$ cat src/rtl/hs_npu_pkg.sv
// rtl/hs_npu_pkg.sv - shared state/error types for the NPU command sequencer
package hs_npu_pkg;

  typedef enum logic [2:0] {
    IDLE,
    WR,
    WRESP,
    WAIT_IRQ,
    RD,
    ACK,
    DONE
  } cmd_state_e;

  typedef enum logic [1:0] {
    CMD_OK      = 2'd0,
    CMD_SLVERR  = 2'd1,
    CMD_TIMEOUT = 2'd2
  } cmd_err_e;

  localparam logic [1:0] AXIL_RESP_OKAY = 2'b00;

endpackage

$ cat src/rtl/hs_npu_axil_write_beat.sv
// rtl/hs_npu_axil_write_beat.sv - one AXI-Lite AW+W beat with independent handshakes and B capture
module hs_npu_axil_write_beat
  import hs_npu_pkg::*;
(
  input  logic        clk_i,
  input  logic        rst_n_i,
  input  logic        start_i,
  input  logic [31:0] addr_i,
  input  logic [31:0] data_i,
  output logic        awvalid_o,
  input  logic        awready_i,
  output logic [31:0] awaddr_o,
  output logic        wvalid_o,
  input  logic        wready_i,
  output logic [31:0] wdata_o,
  output logic [3:0]  wstrb_o,
  input  logic        bvalid_i,
  output logic        bready_o,
  input  logic [1:0]  bresp_i,
  output logic        bwait_o,
  output logic        bfire_o,
  output logic        berr_o
);

  logic        awvalid_q, wvalid_q, bready_q;
  logic [31:0] awaddr_q, wdata_q;
  logic [3:0]  wstrb_q;
  logic        aw_clear, w_clear;

  // A channel counts as finished if it already handshook or handshakes this cycle.
  assign aw_clear = !awvalid_q || awready_i;
  assign w_clear  = !wvalid_q || wready_i;

  always_ff @(posedge clk_i) begin
    if (!rst_n_i) begin
      awvalid_q <= 1'b0;
      wvalid_q  <= 1'b0;
      bready_q  <= 1'b0;
      awaddr_q  <= '0;
      wdata_q   <= '0;
      wstrb_q   <= '0;
    end else if (start_i) begin
      awvalid_q <= 1'b1;
      wvalid_q  <= 1'b1;
      awaddr_q  <= addr_i;
      wdata_q   <= data_i;
      wstrb_q   <= 4'hF;
    end else begin
      if (awvalid_q && awready_i) awvalid_q <= 1'b0;
      if (wvalid_q && wready_i)   wvalid_q  <= 1'b0;
      if ((awvalid_q || wvalid_q) && aw_clear && w_clear) bready_q <= 1'b1;
      else if (bready_q && bvalid_i)                        bready_q <= 1'b0;
    end
  end

  assign awvalid_o = awvalid_q;
  assign awaddr_o  = awaddr_q;
  assign wvalid_o  = wvalid_q;
  assign wdata_o   = wdata_q;
  assign wstrb_o   = wstrb_q;
  assign bready_o  = bready_q;
  assign bwait_o   = bready_q;
  assign bfire_o   = bready_q && bvalid_i;
  assign berr_o    = (bresp_i != AXIL_RESP_OKAY);

endmodule

$ cat src/rtl/hs_npu_cmd_sequencer.sv
// rtl/hs_npu_cmd_sequencer.sv - layer descriptor to NPU CSR sequencer; irq watchdog under HS_NPU_CMD_TIMEOUT_EN
module hs_npu_cmd_sequencer
  import hs_npu_pkg::*;
#(
  parameter int unsigned NUM_REGS       = 8,
  parameter logic [31:0] CSR_BASE       = 32'h0,
  parameter logic [31:0] STATUS_OFFSET  = 32'h20,
  parameter logic [31:0] IRQ_ACK_OFFSET = 32'h24,
  parameter int unsigned TIMEOUT_CYCLES = 1_000_000
) (
  input  logic                  clk,
  input  logic                  rst_n,
  input  logic                  desc_valid,
  output logic                  desc_ready,
  input  logic [32*NUM_REGS-1:0] desc_data,
  output logic                  done_valid,
  input  logic                  done_ready,
  output logic [31:0]           done_status,
  output logic [1:0]            done_err,
  input  logic                  irq_npu,
  output logic                  m_awvalid,
  input  logic                  m_awready,
  output logic [31:0]           m_awaddr,
  output logic                  m_wvalid,
  input  logic                  m_wready,
  output logic [31:0]           m_wdata,
  output logic [3:0]            m_wstrb,
  input  logic                  m_bvalid,
  output logic                  m_bready,
  input  logic [1:0]            m_bresp,
  output logic                  m_arvalid,
  input  logic                  m_arready,
  output logic [31:0]           m_araddr,
  input  logic                  m_rvalid,
  output logic                  m_rready,
  input  logic [31:0]           m_rdata,
  input  logic [1:0]            m_rresp,
  output logic                  busy
);

  localparam int IDXW = (NUM_REGS > 1) ? $clog2(NUM_REGS) : 1;
  localparam logic [IDXW-1:0] LAST_IDX = IDXW'(NUM_REGS - 1);

  cmd_state_e                   state_q;
  cmd_err_e                     err_q;
  logic [IDXW-1:0]              idx_q, idx_d;
  logic [NUM_REGS-1:0][31:0]    desc_q;
  logic [31:0]                  done_status_q, araddr_q;
  logic                         done_valid_q, desc_ready_q, busy_q, arvalid_q, rready_q;
`ifdef HS_NPU_CMD_TIMEOUT_EN
  logic [31:0]                  wait_cnt_q;
`endif

  logic        accept, advance, rd_done, beat_start;
  logic        bwait, bfire, berr;
  logic [31:0] beat_addr, beat_data;

  assign accept     = (state_q == IDLE) && desc_valid && desc_ready_q;
  assign advance    = ((state_q == WR) || (state_q == WRESP)) && bfire && !berr && (idx_q != LAST_IDX);
  assign rd_done    = (state_q == RD) && rready_q && m_rvalid;
  assign beat_start = accept || advance || rd_done;
  assign idx_d      = accept ? '0 : idx_q + IDXW'(1);

  // The beat is launched in the same cycle as the decision, so its address/data come from next-state values.
  always_comb begin
    beat_addr = CSR_BASE + (32'(idx_d) << 2);
    beat_data = accept ? desc_data[31:0] : desc_q[idx_d];
    if (rd_done) begin
      beat_addr = CSR_BASE + IRQ_ACK_OFFSET;
      beat_data = 32'h1;
    end
  end

  hs_npu_axil_write_beat u_write_beat (
    .clk_i     (clk),
    .rst_n_i   (rst_n),
    .start_i   (beat_start),
    .addr_i    (beat_addr),
    .data_i    (beat_data),
    .awvalid_o (m_awvalid),
    .awready_i (m_awready),
    .awaddr_o  (m_awaddr),
    .wvalid_o  (m_wvalid),
    .wready_i  (m_wready),
    .wdata_o   (m_wdata),
    .wstrb_o   (m_wstrb),
    .bvalid_i  (m_bvalid),
    .bready_o  (m_bready),
    .bresp_i   (m_bresp),
    .bwait_o   (bwait),
    .bfire_o   (bfire),
    .berr_o    (berr)
  );

  always_ff @(posedge clk) begin
    if (!rst_n) begin
      state_q       <= IDLE;
      err_q         <= CMD_OK;
      idx_q         <= '0;
      desc_q        <= '0;
      done_status_q <= '0;
      done_valid_q  <= 1'b0;
      desc_ready_q  <= 1'b0;
      busy_q        <= 1'b0;
      arvalid_q     <= 1'b0;
      rready_q      <= 1'b0;
      araddr_q      <= '0;
`ifdef HS_NPU_CMD_TIMEOUT_EN
      wait_cnt_q    <= '0;
`endif
    end else begin
      case (state_q)
        IDLE: begin
          if (accept) begin
            desc_q        <= desc_data;
            idx_q         <= '0;
            err_q         <= CMD_OK;
            done_status_q <= '0;
            desc_ready_q  <= 1'b0;
            busy_q        <= 1'b1;
            state_q       <= WR;
          end else begin
            desc_ready_q  <= 1'b1;
          end
        end
        WR, WRESP: begin
          if (bfire) begin
            if (berr) begin
              err_q        <= CMD_SLVERR;
              done_valid_q <= 1'b1;
              state_q      <= DONE;
            end else if (idx_q == LAST_IDX) begin
              state_q      <= WAIT_IRQ;
`ifdef HS_NPU_CMD_TIMEOUT_EN
              wait_cnt_q   <= '0;
`endif
            end else begin
              idx_q        <= idx_d;
              state_q      <= WR;
            end
          end else if (bwait) begin
            state_q <= WRESP;
          end
        end
        WAIT_IRQ: begin
          if (irq_npu) begin
            arvalid_q <= 1'b1;
            araddr_q  <= CSR_BASE + STATUS_OFFSET;
            state_q   <= RD;
          end
`ifdef HS_NPU_CMD_TIMEOUT_EN
          else if (wait_cnt_q == 32'(TIMEOUT_CYCLES - 1)) begin
            err_q         <= CMD_TIMEOUT;
            done_status_q <= 32'hFFFF_FFFF;
            done_valid_q  <= 1'b1;
            state_q       <= DONE;
          end else begin
            wait_cnt_q <= wait_cnt_q + 32'd1;
          end
`endif
        end
        RD: begin
          if (arvalid_q && m_arready) begin
            arvalid_q <= 1'b0;
            rready_q  <= 1'b1;
          end
          // A bad read response is reported but the irq is still acknowledged.
          if (rd_done) begin
            rready_q      <= 1'b0;
            done_status_q <= m_rdata;
            if (m_rresp != AXIL_RESP_OKAY) err_q <= CMD_SLVERR;
            state_q       <= ACK;
          end
        end
        ACK: begin
          if (bfire) begin
            if (berr) err_q <= CMD_SLVERR;
            done_valid_q <= 1'b1;
            state_q      <= DONE;
          end
        end
        DONE: begin
          if (done_ready) begin
            done_valid_q <= 1'b0;
            desc_ready_q <= 1'b1;
            busy_q       <= 1'b0;
            state_q      <= IDLE;
          end
        end
        default: state_q <= IDLE;
      endcase
    end
  end

  assign desc_ready  = desc_ready_q;
  assign done_valid  = done_valid_q;
  assign done_status = done_status_q;
  assign done_err    = err_q;
  assign m_arvalid   = arvalid_q;
  assign m_araddr    = araddr_q;
  assign m_rready    = rready_q;
  assign busy        = busy_q;

endmodule

$ cat config.mk
export PLATFORM = sky130hd
export DESIGN_NAME = hs_npu_cmd_sequencer
export DESIGN_NICKNAME = d
export VERILOG_FILES = /design/src/rtl/hs_npu_pkg.sv /design/src/rtl/hs_npu_axil_write_beat.sv /design/src/rtl/hs_npu_cmd_sequencer.sv
export SDC_FILE = /design/constraint.sdc
export NUM_CORES = 1
export LEC_CHECK = 0
export BUFFER_PORTS_ARGS = -buffer_cell sky130_fd_sc_hd__buf_2
export CAP_MARGIN = 20
export CORE_AREA = 2 2 172 174
export DETAILED_ROUTE_END_ITERATION = 12
export DIE_AREA = 0 0 174 176
export HOLD_SLACK_MARGIN = 0.1
export PLACE_DENSITY = 0.8
export RECOVER_POWER = 25
export SLEW_MARGIN = 0
export SYNTH_ARGS = -nofsm -noshare
export SYNTH_HDL_FRONTEND = slang
export SYNTH_SLANG_ARGS = --single-unit
$ cat constraint.sdc
create_clock -name clk -period 2.5 [get_ports clk]
set_clock_uncertainty 0.2 [all_clocks]
set_input_delay 0.125 -clock clk [delete_from_list [all_inputs] [get_ports clk]]
set_output_delay 0.125 -clock clk [all_outputs]
set_load 0.01 [all_outputs]
==> results.tsv, run 1 <==
metric	value	unit
cts-htree-levels	2	
antenna_found_initial	5	
dpl.hpwl	33100	um
portBuffers	383	
nets	2742	
power_density	833	mW/mm2
timing.final.crit_share	99.4	%
drc	0	
netlist_instances	1808	
grt_pass1_wl	87300	um
synth_warnings	0	
fillers	1972	
hold_class	in2reg	
post_cts_buffers	0	
seq_area_frac_synth	46.3	%
synth.distinct_cells	65	
maxCapViolCount	0	
cts.path.max_buffers	3	
hold_depth	4	
peakVddDrop	0.531	mV
avgSynthCellArea	8.15	um2
drive_above_1_share	18.6	%
viasPerCell	5.67	
holdCritStartpoint	desc_data[73]	
rsz0062_at_grt	true	
core_region_area	0.0285	mm2
grt_pass1_vias	16211	
critPathArrivalTime	2.74	ns
slew_violations	0	
pin_count	444	
drtAntennaViolNets	0	
drtIter0Drc	1834	
max-slew-margin-rel	47.8	%
clock_latency	0.53	ns
final_common_cell	nand2_1	
wl_per_cell	20.0	um
synth_area	0.0147	mm2
synth_flop_cell	dfxtp_1	
leakage	8.06	nW
root_buffer	clkbuf_16	
finalPower	17.4	mW
grt_start_max_net_pins	125	
critPathRequiredTime	2.75	ns
first_pass_iters	8	
place_congestion	0.967	
die_height	176	um
hold_end	desc_q[73]$_SDFFE_PN0P_	
grt_overflow	0	
dieArea	0.0306	mm2
path_max_fanout	16	
via_count	16199	
reg2reg_slack	0.02	ns
grt_usage	36.0	%
outcome	completed	
placementRows	62	
cts.sinks	341	
hold_slack	0.178	ns
initial_core_util	51.6	%
final.setup.tns	0	ns
dp.cells	2482	
cts_made_buffers	36	
path_class	reg2reg	
layout_common_cells	598 x nand2_1, 340 x dfxtp_1, 327 x a21oi_1, 302 x dlygate4sd3_1, 301 x buf_2	
utilization	73.2	%
cp-end-kind	flip-flop	
ys_ff_latch	341	
min_period	2.48	ns
r2r_cells	8	
finalHoldViolations	0	
routed_wl	57200	um
max_freq	403	MHz
synth-edff-count	0	
die_x	174	um
clkTransAtPathRegs	0.07	ns
startpoint_type	flip-flop	
worst_pin_slew	0.778	ns
setup_viol	0	
synthArstFlopShare	0	%
r2r_end	u_write_beat.wdata_o[27]$_SDFFE_PN0P_	
syn_to_final_growth	41.9	%
fin_cells	2855	
r2r-start	state_q[2]$_SDFFE_PN0P_	
cts_tree	yes	
[per-layer routing]
layer | vias to the layer above | GRT usage (%) | part of all wire [%]
met4 | 0 | 20.7 | 6.1
met3 | 287 | 7.80 | 9.7
met2 | 1143 | 59.8 | 47
met1 | 7499 | 43.5 | 37
li1 | 7270 | - | -
met5 | - | 0 | 0
[state kept, by name, indices dropped and copies added (netlist names), 3 cells and up]
register               cells
u_write_beat.awaddr_o      4
idx_q                      3
done_status               32
desc_q                   256
state_q                    3
u_write_beat.wdata_o      32
[area by class of cell]
class / instances / area [um2] / area share [%]
multi-input cells: 1317 / 6970 / 33.3
flip-flops and latches: 341 / 6830 / 32.7
diodes: 5 / 12.5 / 0.0598
clock buffers: 56 / 1110 / 5.30
inverters: 6 / 30.0 / 0.144
clock inverters: 10 / 139 / 0.664
well taps: 384 / 480 / 2.30
repair buffers: 736 / 5340 / 25.5
[stage by stage]
stage	cell area [um2]	worst slack [ns]
6_report	20900	0.0160
5_1_grt	20900	-0.000728
4_1_cts	21000	0.0761
3_5_place_dp	16700	0.157
3_3_place_gp	16700	0.231
2_1_floorplan	15000	0.396
[worst max-delay path, stage by stage (launching register included)]
cell and delay, ns:
dfxtp_1 0.30, buf_4 0.19, nor3_4 0.20, dlygate4sd3_1 0.57, buf_4 0.14, nand4_1 0.19, buf_4 0.24, a211oi_1 0.23
a221o_1 0.16
[synth_stat cells, drive strengths merged (2+ instances only)]
cell | n | area (um2)
o22a | 5 | 43.8
nand4 | 2 | 12.5
dfxtp | 341 | 6830
a21oi | 329 | 1670
mux4 | 28 | 631
buf | 157 | 1020
o31ai | 7 | 52.6
mux2i | 45 | 450
a22o | 3 | 26.3
o21a | 3 | 22.5
o21bai | 2 | 15.0
nor2b | 2 | 12.5
nand2b | 15 | 93.8
o221ai | 19 | 166
a2bb2oi | 2 | 17.5
ha | 2 | 25.0
and3 | 2 | 12.5
a211oi | 5 | 37.5
a221o | 8 | 80.1
nand2 | 599 | 2250
clkbuf | 46 | 174
nor3 | 6 | 35.0
inv | 5 | 18.8
a31oi | 4 | 25.0
or2 | 3 | 18.8
a22oi | 10 | 75.1
a211o | 15 | 131
or3 | 4 | 25.0
and3b | 2 | 17.5
o311a | 4 | 40.0
o21ai | 22 | 121
nor2 | 40 | 160
nand3 | 51 | 268
[how the worst max path moves through the flow]
| stage | startpoint | end | slack, ns |
|---|---|---|---|
| detailed placement | idx_q[0]$_SDFFE_PN0P_ | u_write_beat.bready_o$_SDFFE_PN0P_ | 0.16 |
| global route | state_q[2]$_SDFFE_PN0P_ | desc_q[221]$_SDFFE_PN0P_ | -0.0007 |
| finish | state_q[2]$_SDFFE_PN0P_ | u_write_beat.wdata_o[27]$_SDFFE_PN0P_ | 0.02 |
| global placement | idx_q[0]$_SDFFE_PN0P_ | u_write_beat.bready_o$_SDFFE_PN0P_ | 0.23 |
| CTS | state_q[2]$_SDFFE_PN0P_ | u_write_beat.wdata_o[20]$_SDFFE_PN0P_ | 0.08 |
| floorplan | idx_q[0]$_SDFFE_PN0P_ | u_write_beat.wdata_o[23]$_SDFFE_PN0P_ | 0.40 |
[kinds of logic (layout without fill, tap and decap cells)]
family / count (synthesis) / count (layout) / share of synthesized area (%)
AND/OR/NAND/NOR: 730 / 730 / 19.9
AO/OA/AOI/OAI: 449 / 449 / 17.8
flip-flops: 341 / 341 / 46.3
buffers and inverters: 209 / 808 / 8.28
multiplexers: 73 / 73 / 7.33
adder cells (fa/ha/maj): 3 / 3 / 0.238
XOR/XNOR: 2 / 2 / 0.119
other: 1 / 65 / 0.0254
[report_power, final]
| part | switching (mW) | internal (mW) | leakage (nW) | total, mW |
|---|---|---|---|---|
| Combinational | 3.05 | 1.90 | 4.68 | 4.94 |
| Clock | 2.26 | 3.37 | 0.609 | 5.63 |
| Sequential | 0.551 | 6.29 | 2.77 | 6.84 |
[repair_timing]
item / CTS / global route
endpoints found under the setup margin: 0 / 9
hold endpoints to repair: 341 / 0
hold buffers: 302 / 0
resized for setup: 0 / 4
(Power assumes the default switching activity.)
==> inputs of run 2 (changes only) <==
--- a/config.mk
+++ b/config.mk
@@ -7,11 +7,12 @@
 export LEC_CHECK = 0
 export BUFFER_PORTS_ARGS = -buffer_cell sky130_fd_sc_hd__buf_2
 export CAP_MARGIN = 20
-export CORE_AREA = 2 2 172 174
+export CELL_PAD_IN_SITES_DETAIL_PLACEMENT = 0
+export CELL_PAD_IN_SITES_GLOBAL_PLACEMENT = 1
+export CORE_UTILIZATION = 37
 export DETAILED_ROUTE_END_ITERATION = 12
-export DIE_AREA = 0 0 174 176
 export HOLD_SLACK_MARGIN = 0.1
-export PLACE_DENSITY = 0.8
+export PLACE_DENSITY_LB_ADDON = 0.2
 export RECOVER_POWER = 25
 export SLEW_MARGIN = 0
 export SYNTH_ARGS = -nofsm -noshare
==> run 2 against run 1 <==
Count of clock-buffer cells in the layout grew 4. Clock power shrank 2%. Via count fell by 7.3%. Sequential power shrank 0.9%. Critical path type unchanged.
==> results.tsv, run 2 (synthesis gave the netlist of run 1 again) <==
metric	value	unit	change
outcome	completed		
slew_violations	0		unchanged
wl_per_cell	18.1	um	-9.6%
grt.met1_usage	36.6	%	-7.0 points
final.setup.tns	0	ns	unchanged
drtAntennaViolNets	0		unchanged
slowest_stage	nor2_1		
reg2reg_slack	0.09	ns	+0.07 ns
grt_start_max_net_pins	146		+17%
worstPathCellList	and3b_1, clkbuf_1, nand2_1, nor2_1, a22oi_1, nand3_1		
viasPerCell	5.02		-12%
setup_viol	0		unchanged
drtIter0Drc	866		-53%
peakVddDrop	0.432	mV	-19%
cp-end-kind	flip-flop		
drc	0		unchanged
routed_wl	54200	um	-5.2%
grt_pass1_vias	14556		-10%
grtUsageMet2	40.8	%	-19 points
max-slew-margin-rel	22.1	%	-26 points
r2r-start	state_q[2]$_SDFFE_PN0P_		
antenna_found_initial	2		-3
die_x	202	um	+16%
first_pass_iters	5		-3
r2r_end	u_write_beat.wdata_o[6]$_SDFFE_PN0P_		
fillers	3791		+92%
timing.final.crit_share	96.4	%	-2.9 points
pin_count	444		unchanged
die_height	202	um	+15%
finalHoldViolations	0		unchanged
path_class	reg2reg		
initial_core_util	37.8	%	-14 points
hold_class	in2reg		
root_buffer	clkbuf_16		
clkTransAtPathRegs	0.06	ns	about the same
max_freq	415	MHz	+3.1%
holdCritStartpoint	desc_data[200]		
crit_family	simple AND/OR/NAND/NOR gates		
cts-htree-levels	2		unchanged
grt_overflow	0		unchanged
path_max_fanout	11		-5
finalPower	17.2	mW	-1.4%
grt_pass1_wl	83000	um	-5.0%
clock_latency	0.52	ns	about the same
power_density	814	mW/mm2	-2.3%
cp_slowest_stage_delay	0.73	ns	+0.16 ns
cts.path.max_buffers	3		unchanged
grtUsageMet3	3.55	%	-4.2 points
hold_end	desc_q[200]$_SDFFE_PN0P_		
hold_depth	4		unchanged
portBuffers	383		unchanged
cts_tree	yes		
placementRows	72		+16%
place_congestion	0.839		-13%
startpoint_type	flip-flop		
largest_register_ffs	256		unchanged
core_region_area	0.0390	mm2	+37%
cts.sinks	341		unchanged
cts_made_buffers	40		+11%
worst_pin_slew	1.17	ns	+0.390 ns
max_flop_register	desc_q		
grt.busiest_layer	met2		
grt_usage	26.0	%	-10 points
rsz0062_at_grt	false		
drive_above_1_share	18.5	%	-0.045 points
leakage	8.09	nW	+0.44%
r2r_cells	6		-2
nets	2753		+0.40%
final_common_cell	nand2_1		
syn_to_final_growth	43.1	%	
via_count	15011		-7.3%
min_period	2.41	ns	-0.0737 ns
critPathArrivalTime	2.67	ns	-0.07 ns
critPathRequiredTime	2.76	ns	about the same
dieArea	0.0406	mm2	+33%
maxCapViolCount	0		unchanged
dpl.hpwl	37500	um	+13%
path_buf_inv	1		-3
layout_common_cells	599 x nand2_1, 340 x dfxtp_1, 327 x a21oi_1, 302 x dlygate4sd3_1, 301 x buf_2		
[run 2: timing repair]
item | in CTS | in global routing
setup buffers | 0 | 0
hold buffers | 302 | 0
resized for setup | 0 | 1
setup endpoints to repair | 0 | 4
hold endpoints to repair | 335 | 0
[run 2: stage by stage]
step / std cells / cell area [um2] / utilization (%) / worst slack (ns) / hold slack (ns)
after detailed placement: 2623 / 17000 / 43.5 / 0.0568 / 0.171
after global routing: 2992 / 21100 / 54.1 / 0.00539 / 0.181
after CTS: 2990 / 21200 / 54.4 / 0.0414 / 0.171
after global placement: 2622 / 16900 / 43.4 / 0.0587 / 0.167
after floorplan: 1867 / 15000 / - / 0.396 / 0.0610
final: 2992 / 21100 / 54.1 / 0.0897 / 0.190
[run 2: worst register-to-register path, stage by stage (launching register included)]
cell and delay, ns:
dfxtp_1 0.39, and3b_1 0.38, clkbuf_1 0.13, nand2_1 0.19, nor2_1 0.73, a22oi_1 0.20, nand3_1 0.12
[run 2: how the worst max path moves through the flow]
stage	end	depth (start not counted)	slack, ns	startpoint
2_1_floorplan	u_write_beat.wdata_o[23]$_SDFFE_PN0P_	8	0.40	idx_q[0]$_SDFFE_PN0P_
3_3_place_gp	done_status[2]$_SDFFE_PN0P_	5	0.06	state_q[1]$_SDFFE_PN0P_
3_5_place_dp	u_write_beat.wdata_o[26]$_SDFFE_PN0P_	6	0.06	idx_q[0]$_SDFFE_PN0P_
4_1_cts	u_write_beat.wdata_o[26]$_SDFFE_PN0P_	6	0.04	idx_q[0]$_SDFFE_PN0P_
5_1_grt	desc_q[177]$_SDFFE_PN0P_	6	0.005	state_q[1]$_SDFFE_PN0P_
6_report	u_write_beat.wdata_o[6]$_SDFFE_PN0P_	6	0.09	state_q[2]$_SDFFE_PN0P_
[run 2: report_power, final]
group | internal, mW | switching [mW]
logic | 1.92 | 2.97
clock network | 3.27 | 2.22
registers | 6.29 | 0.491
[run 2: metal layers]
metal,vias to the layer above,routed length (um)
met5,-,0
met4,0,1840
met1,7088,25000
met2,530,24200
met3,102,3170
li1,7291,-
[run 2: layout make-up]
class	instances	area (um2)	share of cell area, %
diodes	2	5.00	0.0237
inverters	6	30.0	0.142
repair buffers	743	5420	25.7
clock buffers	60	1200	5.68
flip-flops and latches	341	6830	32.4
multi-input cells	1317	6940	32.9
well taps	518	648	3.07
clock inverters	5	25.0	0.119
==> inputs of run 3 (changes only) <==
--- a/config.mk
+++ b/config.mk
@@ -9,7 +9,7 @@
 export CAP_MARGIN = 20
 export CELL_PAD_IN_SITES_DETAIL_PLACEMENT = 0
 export CELL_PAD_IN_SITES_GLOBAL_PLACEMENT = 1
-export CORE_UTILIZATION = 37
+export CORE_UTILIZATION = 40
 export DETAILED_ROUTE_END_ITERATION = 12
 export HOLD_SLACK_MARGIN = 0.1
 export PLACE_DENSITY_LB_ADDON = 0.2
==> constraint.sdc (replaced) <==
create_clock -name clk -period 2.9 [get_ports clk]
set_clock_uncertainty 0.2 [all_clocks]
set_input_delay 0.145 -clock clk [delete_from_list [all_inputs] [get_ports clk]]
set_output_delay 0.145 -clock clk [all_outputs]
set_load 0.01 [all_outputs]
==> run 3 against run 2 <==
Utilization rose by 4.8 points. Register-to-register slack improved by 0.08 ns. Fmax fell by 12%. Final area rose by 0.28%. Highest routed layer unchanged.
==> results.tsv, run 3 (synthesis gave the netlist of run 1 again) <==
metric	value	unit	change
dpl-instance-area	0.0167	mm2	-1.4%
via_count	15068		+0.38%
cp_slowest_stage_delay	0.56	ns	-0.17 ns
cts_made_buffers	39		-2.5%
grt_start_max_net_pins	162		+11%
placementRows	69		-4.2%
cts.sinks	341		unchanged
maxCapViolCount	0		unchanged
post_cts_buffers	0		unchanged
clkTransAtPathRegs	0.06	ns	about the same
largest_register_ffs	256		unchanged
max_freq	367	MHz	-12%
r2r_cells	7		+1
drtIter0Drc	1002		+16%
grt_pass1_vias	14633		+0.53%
root_buffer	clkbuf_16		
rsz0062_at_grt	false		
path_max_fanout	46		+35
pin_count	444		unchanged
worstPathCellList	nand3b_1, nor2_4, buf_8, buf_4, nand2_1, a21oi_1, dlygate4sd3_1		
dieArea	0.0376	mm2	-7.4%
finalPower	15.1	mW	-12%
initial_core_util	41.0	%	+3.3 points
reg2reg_slack	0.17	ns	+0.08 ns
crit_start	state_q[2]$_SDFFE_PN0P_		
max_flop_register	desc_q		
hold_end	desc_q[87]$_SDFFE_PN0P_		
core_region_area	0.0359	mm2	-7.9%
drc	0		unchanged
setup_viol	0		unchanged
peakVddDrop	0.431	mV	-0.35%
hold_class	in2reg		
routed_wl	52300	um	-3.5%
path_class	reg2reg		
dp.cells	2547		-2.9%
final_common_cell	nand2_1		
die_height	194	um	-3.8%
portBuffers	383		unchanged
r2r_end	desc_q[42]$_SDFFE_PN0P_		
drive_above_1_share	18.0	%	-0.49 points
cts-htree-levels	2		unchanged
final_area	0.0211	mm2	+0.28%
hold_depth	4		unchanged
leakage	8.15	nW	+0.77%
worst_pin_slew	1.06	ns	-0.106 ns
final.setup.tns	0	ns	unchanged
dpl.hpwl	35100	um	-6.3%
min_period	2.73	ns	+0.318 ns
nets	2748		-0.18%
startpoint_type	flip-flop		
cts_tree	yes		
clock_latency	0.52	ns	about the same
viasPerCell	5.13		+2.3%
hold_slack	0.205	ns	+0.0156 ns
fillers	3288		-13%
fin_cells	2937		-1.8%
die_x	194	um	-3.8%
cts.path.max_buffers	3		unchanged
first_pass_iters	5		unchanged
grt_pass1_wl	80800	um	-2.6%
slowest_stage	dlygate4sd3_1		
grt_overflow	0		unchanged
critPathRequiredTime	3.17	ns	+0.41 ns
drtAntennaViolNets	0		unchanged
layout_common_cells	598 x nand2_1, 340 x dfxtp_1, 327 x a21oi_1, 317 x dlygate4sd3_1, 301 x buf_2		
r2r-start	state_q[2]$_SDFFE_PN0P_		
timing.final.crit_share	94.1	%	-2.3 points
critPathArrivalTime	3.00	ns	+0.33 ns
max-slew-margin-rel	29.1	%	+7.0 points
holdCritStartpoint	desc_data[87]		
power_density	714	mW/mm2	-12%
wl_per_cell	17.8	um	-1.7%
outcome	completed		
place_congestion	0.860		+2.5%
syn_to_final_growth	43.5	%	
antenna_found_initial	2		unchanged
finalHoldViolations	0		unchanged
slew_violations	0		unchanged
grt_usage	27.0	%	+1.1 points
cp-end-kind	flip-flop		
## run 3: worst max path at each step
stage                                             to  slack, ns  cells past startpoint
4_1_cts                      desc_q[75]$_SDFFE_PN0P_       0.02                      7
5_1_grt                     desc_q[106]$_SDFFE_PN0P_       0.02                      7
6_report                     desc_q[42]$_SDFFE_PN0P_       0.17                      7
3_5_place_dp      u_write_beat.bready_o$_SDFFE_PN0P_       0.46                      8
3_3_place_gp            done_status[12]$_SDFFE_PN0P_       0.46                      5
2_1_floorplan  u_write_beat.wdata_o[23]$_SDFFE_PN0P_       0.80                      8
## run 3: where the power goes
group / internal (mW) / switching (mW) / total (mW)
logic: 1.62 / 2.51 / 4.13
registers: 5.42 / 0.438 / 5.86
clock network: 3.16 / 1.95 / 5.11
## run 3: per-layer routing
layer  global-route usage [%]  share of wire, %
met5                        0                 0
met1                     36.9                46
met2                     43.8                46
met4                     8.47               2.9
met3                     4.07               5.9
## run 3: critical path: cells and delay by family (launching register included)
family / cells / cell delay [ns]
buffers and inverters: 3 / 1.20
AND/OR/NAND/NOR: 3 / 0.83
AO/OA/AOI/OAI: 1 / 0.13
flip-flops: 1 / 0.32
## run 3: through the flow
step / setup WS [ns] / util (%)
final: 0.172 / 58.9
after CTS: 0.0217 / 59.1
after detailed placement: 0.456 / 46.6
after global placement: 0.464 / 46.5
after global routing: 0.0202 / 58.9
after floorplan: 0.796 / -
## run 3: cell type report
cell class | instances | area, um2 | area share (%)
clock inverter | 12 | 163 | 0.769
antenna | 3 | 7.51 | 0.0355
multi-input combinational | 1317 | 6960 | 32.9
timing repair buffer | 739 | 5400 | 25.5
inverter | 6 | 30.0 | 0.142
sequential | 341 | 6830 | 32.3
clock buffer | 58 | 1180 | 5.58
tap | 461 | 577 | 2.73
## run 3: what timing repair did
action | 4_1_cts | 5_1_grt
hold buffers | 317 | 0
gates resized for setup | 0 | 4
hold endpoints to repair | 341 | 0
setup endpoints to repair | 0 | 13
